### src/rtl/mem_port_arbiter.sv
// Arbitrates one fixed-latency memory port between I-cache fills and D-cache fills/write-backs.
// A four-state FSM serialises accesses and returns each completion as a registered one-cycle done pulse.
module mem_port_arbiter #(
  parameter int ADDR_W  = 16,
  parameter int LINE_W  = 64,
  parameter int LATENCY = 4
) (
  input  logic              clk,
  input  logic              reset_n,
  input  logic              i_req,
  input  logic [ADDR_W-1:0] i_addr,
  output logic [LINE_W-1:0] i_rdata,
  output logic              i_done,
  output logic              i_busy,
  input  logic              d_req,
  input  logic              d_we,
  input  logic [ADDR_W-1:0] d_addr,
  input  logic [LINE_W-1:0] d_wdata,
  output logic [LINE_W-1:0] d_rdata,
  output logic              d_done,
  output logic              d_busy,
  output logic              mem_en,
  output logic              mem_we,
  output logic [ADDR_W-1:0] mem_addr,
  output logic [LINE_W-1:0] mem_wdata,
  input  logic [LINE_W-1:0] mem_rdata
);

  typedef enum logic [1:0] {IDLE, ACC_I, ACC_D, RESP} state_e;

  localparam logic       SIDE_I   = 1'b0;
  localparam logic       SIDE_D   = 1'b1;
  localparam logic [7:0] CNT_LOAD = 8'(LATENCY - 1);

  state_e              state_q, state_d;
  logic [7:0]          cnt_q, cnt_d;
  logic                owner_q, owner_d;
  logic                last_gnt_q, last_gnt_d;
  logic                mem_en_q, mem_en_d;
  logic                mem_we_q, mem_we_d;
  logic [ADDR_W-1:0]   mem_addr_q, mem_addr_d;
  logic [LINE_W-1:0]   mem_wdata_q, mem_wdata_d;
  logic [LINE_W-1:0]   i_rdata_q, i_rdata_d;
  logic [LINE_W-1:0]   d_rdata_q, d_rdata_d;
  logic                i_done_q, i_done_d;
  logic                d_done_q, d_done_d;

  always_ff @(posedge clk or negedge reset_n) begin
    if (!reset_n) begin
      state_q     <= IDLE;
      cnt_q       <= '0;
      owner_q     <= SIDE_I;
      last_gnt_q  <= SIDE_I;
      mem_en_q    <= 1'b0;
      mem_we_q    <= 1'b0;
      mem_addr_q  <= '0;
      mem_wdata_q <= '0;
      i_rdata_q   <= '0;
      d_rdata_q   <= '0;
      i_done_q    <= 1'b0;
      d_done_q    <= 1'b0;
    end else begin
      state_q     <= state_d;
      cnt_q       <= cnt_d;
      owner_q     <= owner_d;
      last_gnt_q  <= last_gnt_d;
      mem_en_q    <= mem_en_d;
      mem_we_q    <= mem_we_d;
      mem_addr_q  <= mem_addr_d;
      mem_wdata_q <= mem_wdata_d;
      i_rdata_q   <= i_rdata_d;
      d_rdata_q   <= d_rdata_d;
      i_done_q    <= i_done_d;
      d_done_q    <= d_done_d;
    end
  end

  always_comb begin
    state_d     = state_q;
    cnt_d       = cnt_q;
    owner_d     = owner_q;
    last_gnt_d  = last_gnt_q;
    mem_en_d    = mem_en_q;
    mem_we_d    = mem_we_q;
    mem_addr_d  = mem_addr_q;
    mem_wdata_d = mem_wdata_q;
    i_rdata_d   = i_rdata_q;
    d_rdata_d   = d_rdata_q;
    i_done_d    = 1'b0;
    d_done_d    = 1'b0;
    unique case (state_q)
      IDLE: begin
        // On a tie the side that was not served last wins, which alternates I and D.
        if (d_req && (!i_req || last_gnt_q == SIDE_I)) begin
          state_d     = ACC_D;
          cnt_d       = CNT_LOAD;
          owner_d     = SIDE_D;
          last_gnt_d  = SIDE_D;
          mem_en_d    = 1'b1;
          mem_we_d    = d_we;
          mem_addr_d  = d_addr;
          mem_wdata_d = d_wdata;
        end else if (i_req) begin
          state_d    = ACC_I;
          cnt_d      = CNT_LOAD;
          owner_d    = SIDE_I;
          last_gnt_d = SIDE_I;
          mem_en_d   = 1'b1;
          mem_we_d   = 1'b0;
          mem_addr_d = i_addr;
        end
      end
      ACC_I, ACC_D: begin
        if (cnt_q == 8'd0) begin
          state_d  = RESP;
          mem_en_d = 1'b0;
          if (state_q == ACC_I) begin
            i_rdata_d = mem_rdata;
            i_done_d  = 1'b1;
          end else begin
            if (!mem_we_q) d_rdata_d = mem_rdata;
            d_done_d = 1'b1;
          end
        end else begin
          cnt_d = cnt_q - 8'd1;
        end
      end
      RESP: state_d = IDLE;
      default: state_d = IDLE;
    endcase
  end

  assign i_busy    = i_req & ~(state_q == RESP && owner_q == SIDE_I);
  assign d_busy    = d_req & ~(state_q == RESP && owner_q == SIDE_D);
  assign i_rdata   = i_rdata_q;
  assign d_rdata   = d_rdata_q;
  assign i_done    = i_done_q;
  assign d_done    = d_done_q;
  assign mem_en    = mem_en_q;
  assign mem_we    = mem_we_q;
  assign mem_addr  = mem_addr_q;
  assign mem_wdata = mem_wdata_q;

endmodule
### config.mk
export PLATFORM = sky130hd
export DESIGN_NAME = mem_port_arbiter
export DESIGN_NICKNAME = d
export VERILOG_FILES = /design/src/rtl/mem_port_arbiter.sv
export SDC_FILE = /design/constraint.sdc
export NUM_CORES = 1
export LEC_CHECK = 0
export BUFFER_PORTS_ARGS = -buffer_cell sky130_fd_sc_hd__buf_4
export CORE_UTILIZATION = 35
export CTS_CLUSTER_SIZE = 10
export DETAILED_ROUTE_END_ITERATION = 8
export HOLD_SLACK_MARGIN = 0.1
export PLACE_DENSITY = 0.67
export SLEW_MARGIN = 20
export SYNTH_ARGS = -nofsm -noshare
export SYNTH_HDL_FRONTEND = slang
export SYNTH_SLANG_ARGS = --single-unit
### constraint.sdc
create_clock -name clk -period 2.3 [get_ports clk]
set_input_delay 0.23 -clock clk [delete_from_list [all_inputs] [get_ports clk]]
set_output_delay 0.23 -clock clk [all_outputs]
set_load 0.005 [all_outputs]
-- After elaboration in Yosys (flattened, before gate mapping)
Cells that the tools add are included.
Widths: inputs -> output; s select.
- add/subtract/negate cells: 1
- eq/ne operators: 6
- mux-type cells: 23
- bitwise operators: 7
- reduce and logical (&&, ||, !) cells: 17
- operator list (cell ; number):
    $mux 16 ; 2
    $mux 8 ; 3
    $pmux 8 s2 ; 1
    $mux 1 ; 12
    $reduce_and 3->1 ; 3
    $logic_not 8->1 ; 1
    $sub 8x1->8 const B ; 1
    $mux 2 ; 3
    $pmux 2 s3 ; 1
    $reduce_and 2->1 ; 3
    $not 1->1 ; 5
    $eq 2x2->1 const B ; 2
    $ne 2x2->1 const B ; 2
    $reduce_and 4->1 ; 1
    $reduce_bool 2->1 ; 2
    $logic_and 1x1->1 ; 3
    $ne 3x3->1 const B ; 1
    $and 1x1->1 ; 2
    $eq 2x1->1 const B ; 1
    $logic_not 2->1 ; 1
    $pmux 1 s2 ; 1
    $reduce_or 2->1 ; 1
    $logic_not 1->1 ; 1
    $logic_or 1x1->1 ; 1
- register bits after elaboration: 223
- input bits: 165
- output and inout bits: 214
- word-level logic and storage cells: 65

-- Longest topological paths before layout
- depth after elaboration: 5
- depth in mapped cells: 9
- depth with buffers taken out: 6

-- Worst setup path before layout
Ideal clock, no wire load.
- path kind: flip-flop to flip-flop
- start point: reg state_q[0]
- end point: reg i_rdata_q[56], in the netlist i_rdata[56]
- setup time: 0.127 ns
- arrival: 2.040 ns
- setup slack: 0.132 ns
- cell stages (with the launch flop): 10
- buffers on the path: 3
- clock period less this slack: 2.168 ns
- cells stage by stage: dfrtp_1 inv_1 ha_1 clkbuf_1 inv_1 nor3_4 nand2_1 buf_2 buf_6 mux2_1
- word-level cells in the longest chain between the ends: 3
- elaborated cells on any way between the ends: 4
- ends and longest elaborated chain (element ; RTL line ; text):
    from (decl) ; 35 ; state_e state_q, state_d;
    from (signal assigned) ; 63 ; state_q <= state_d;
    $eq 2x1->1 / $eq 2x2->1 (equally long branches) ; 91, 117 ;
    $reduce_or 2->1 ; 91 ; unique case (state_q)
    $reduce_and 3->1 (no source line) * ; -- ;
    to (signal assigned) ; 71 ; i_rdata_q <= i_rdata_d;
    to (decl) ; 43 ; logic [LINE_W-1:0] i_rdata_q, i_rdata_d;
Mark *: on every way between the ends. The rest lies on a longest branch, timed or not.
A chain may end at the register's enable or synchronous reset.

-- Worst setup path in the final report
- start point: reg cnt_q[0]
- end point: reg d_rdata_q[40], in the netlist d_rdata[40]
- word-level cells in the longest chain between the ends: 2
- ends and longest elaborated chain (element ; RTL line ; text):
    from (decl) ; 36 ; logic [7:0] cnt_q, cnt_d;
    from (signal assigned) ; 64 ; cnt_q <= cnt_d;
    $logic_not 8->1 ; 114 ; if (cnt_q == 8'd0) begin
    $reduce_and 4->1 (no source line) ; -- ;
    to (signal assigned) ; 72 ; d_rdata_q <= d_rdata_d;
    to (decl) ; 44 ; logic [LINE_W-1:0] d_rdata_q, d_rdata_d;
No other way between the ends.

==> impl_metrics.yaml <==
pwr:
  p_leak_nw: 6.799
  p_total_w: 0.01791
  irDropWorstVdd_mv: 0.7971
  powerDensity_nw_per_um2: 1246
clock_network:
  clk_pin_slew_ns: 0.06
  clock_latency_ns: 0.52
  cts_tree: "yes"
  cts_root_buffer: "clkbuf_16"
  cts_buffers: 27
  clockBufferDepth: 3
  cts_sinks: 223
  htree_levels: 1
yosys:
  synth_area_leader_cell: "dfrtp_1"
  synth-seq-cells: 223
  syn_area_sq_um: 8696
  yosysTopAreaCellShare_pct: 64.17
  yosysUniqueCellTypes: 40
  synthTopCellsByArea: "dfrtp_1 (64%), mux2_2 (24%), mux2i_1 (1.8%)"
  yosys_warnings: 0
  async_flop_share_pct: 100.0
  syn_inst: 569
  synth-edff-count: 0
  syn_area_per_cell_sq_um: 15.28
  synth_top_flop_cell: "dfrtp_1"
  yosysSeqAreaShare_pct: 64.17
  synth_nets: 739
floorplan:
  ioPinCount: 379
  die-area_sq_um: 25480
  die_w_um: 159.6
  rows: 57
  start_util_pct: 35.76
  coreArea_sq_um: 24320
  dieHeight_um: 159.6
finish:
  final_cell_mix: "buf_4 (390), dfrtp_1 (223), mux2_2 (189), dlygate4sd3_1 (162), clkbuf_16 (27)"
  mostFrequentLayoutCell: "buf_4"
  diodes: 0
  area_growth_pct: 65.32
  drive_above_1_share_pct: 55.08
  finalNetCount: 1298
placement:
  globalplace.congestion: 0.7939
  port-buffer-count: 378
  dp_slack_ns: 0.08819
  dp_hpwl_um: 16430
sta:
  whs_ns: 0.1571
  worst_slack_ns: 0.1548
  finalMaxSlewViolations: 0
  period_share_pct: 93.27
  skew_ns: 0.01352
  max_slew_margin_pct: 59.06
  period_needed_ns: 2.145
  tightest_slew_ns: 0.6141
  clock.fmax_mhz: 466.1
  hold_viol_final: 0
  setup_viol: 0
  fin_setup_tns_ns: 0
  rsz0062_at_grt: "no"
global_route:
  grt_pass1_wl_um: 38970
  antenna_found_initial: 0
  overflow: 0
  gr-usage-all-layers_pct: 19.11
  grt_pass1_vias: 7292
  grt_max_degree: 78
worst_setup_path:
  critPathCaptureType: "flop"
  cp_top_family: "simple AND/OR/NAND/NOR gates"
  crit_path_max_incr_delay_ns: 0.42
  crit_path_top_delay_cell: "or3b_4"
  required_ns: 2.69
  crit_type: "flop to flop"
  cp.arrival_ns: 2.54
  cp-start-kind: "flop"
  crit_chain: "inv_1 > ha_1 > or3b_4 > nor3_4 > nand2_2 > buf_12 > mux2_2"
  cp_max_fo: 48
  path_buf_inv: 2
route:
  routedWlPerCell_um: 16.82
  drc_errors: 0
  via_per_inst: 4.638
  ant_nets: 0
  via_count: 6757
  firstDrtPassIters: 4
  first_iter_violations: 202
  wirelength_um: 24510
flow_run:
  cap_violations: 0
min_path:
  hold_class: "primary input to flop"
outcome:
  status: "finished clean"
[kinds of logic (layout without fill, tap and decap cells)]
| family | after synthesis | after routing | synth area share, % |
|---|---|---|---|
| flops | 223 | 223 | 64.17 |
| mux | 208 | 208 | 26.70 |
| simple gates | 49 | 49 | 3.008 |
| compound gates | 48 | 48 | 3.295 |
| buf+inv | 36 | 600 | 2.101 |
| fa+ha+maj | 5 | 5 | 0.7194 |
[worst paths after layout]
check	startpoint	end	slack, ns	cells after the start
setup reg to reg	cnt_q[0]	d_rdata[40]	0.15	7
setup / recovery	cnt_q[0]	d_rdata[40]	0.15	7
hold reg to reg	mem_addr[1]	mem_addr[1]	0.48	2
min in group asynchronous	reset_n	i_rdata[38]	0.30	2
max in group asynchronous	reset_n	d_rdata[3]	1.24	3
hold / removal	d_req	mem_addr[1]	0.16	4
[where the power goes]
group,switching (W),internal [W],total (W)
combinational,0.00264,0.00452,0.00716
clock,0.00150,0.00223,0.00373
sequential,0.00110,0.00593,0.00702
total,0.00524,0.0127,0.0179
[cell type report]
| class | instances | area (sq um) |
|---|---|---|
| clock inverters | 2 | 38.79 |
| clock buffers | 32 | 704.4 |
| flip-flops and latches | 223 | 5580 |
| inverters | 8 | 30.03 |
| well taps | 324 | 405.4 |
| fillers | 1851 | 9943 |
| multi-input cells | 310 | 2953 |
| repair buffers | 558 | 4664 |
[worst register-to-register path, cell delays in order, from the launching register on]
cell     delay [ns]
dfrtp_1        0.40
inv_1          0.07
ha_1           0.16
or3b_4         0.42
nor3_4         0.26
nand2_2        0.12
buf_12         0.20
mux2_2         0.38
[state kept, by name (all words and copies together), names as in the netlist]
register    cells
cnt_q           8
d_done          1
d_rdata        64
i_done          1
i_rdata        64
last_gnt_q      1
mem_addr       16
mem_en          1
mem_wdata      64
mem_we          1
state_q         2
[what timing repair did]
item | in CTS | in global routing
setup endpoints to repair | 0 | 60
buffers inserted | 0 | 0
endpoints found under the hold margin | 281 | 0
hold buffers | 162 | 0
gates resized for setup | 0 | 1
[cells in the mapped netlist, types with 2 or more instances]
cell	instances
inv_1	8
o31ai_1	2
nand2_1	21
nor2_1	7
or3_1	3
mux2_1	3
mux2i_1	16
a21boi_0	3
o21ai_0	22
mux2_2	189
buf_6	5
clkbuf_1	15
nor3_1	2
a21oi_1	9
o211ai_1	3
or4_1	3
o21a_1	2
dfrtp_1	223
ha_1	5
buf_2	8
[per-layer routing]
metal  global-route usage [%]  up-vias  wire (um)
li1                         -     3131          -
met1                    22.61     3273       9732
met2                    33.47      298      12010
met3                    5.013       55       2000
met4                    6.731        0        764
met5                        0        -          0
[through the flow]
step / cells / util (%) / area (sq um)
detailed placement: 1261 / 49.38 / 12010
CTS: 1457 / 59.10 / 14370
global placement: 1261 / 49.38 / 12010
floorplan: 569 / - / 8696
finish: 1457 / 59.11 / 14380
global route: 1457 / 59.11 / 14380
No activity file was read; power rests on OpenSTA's default activity.
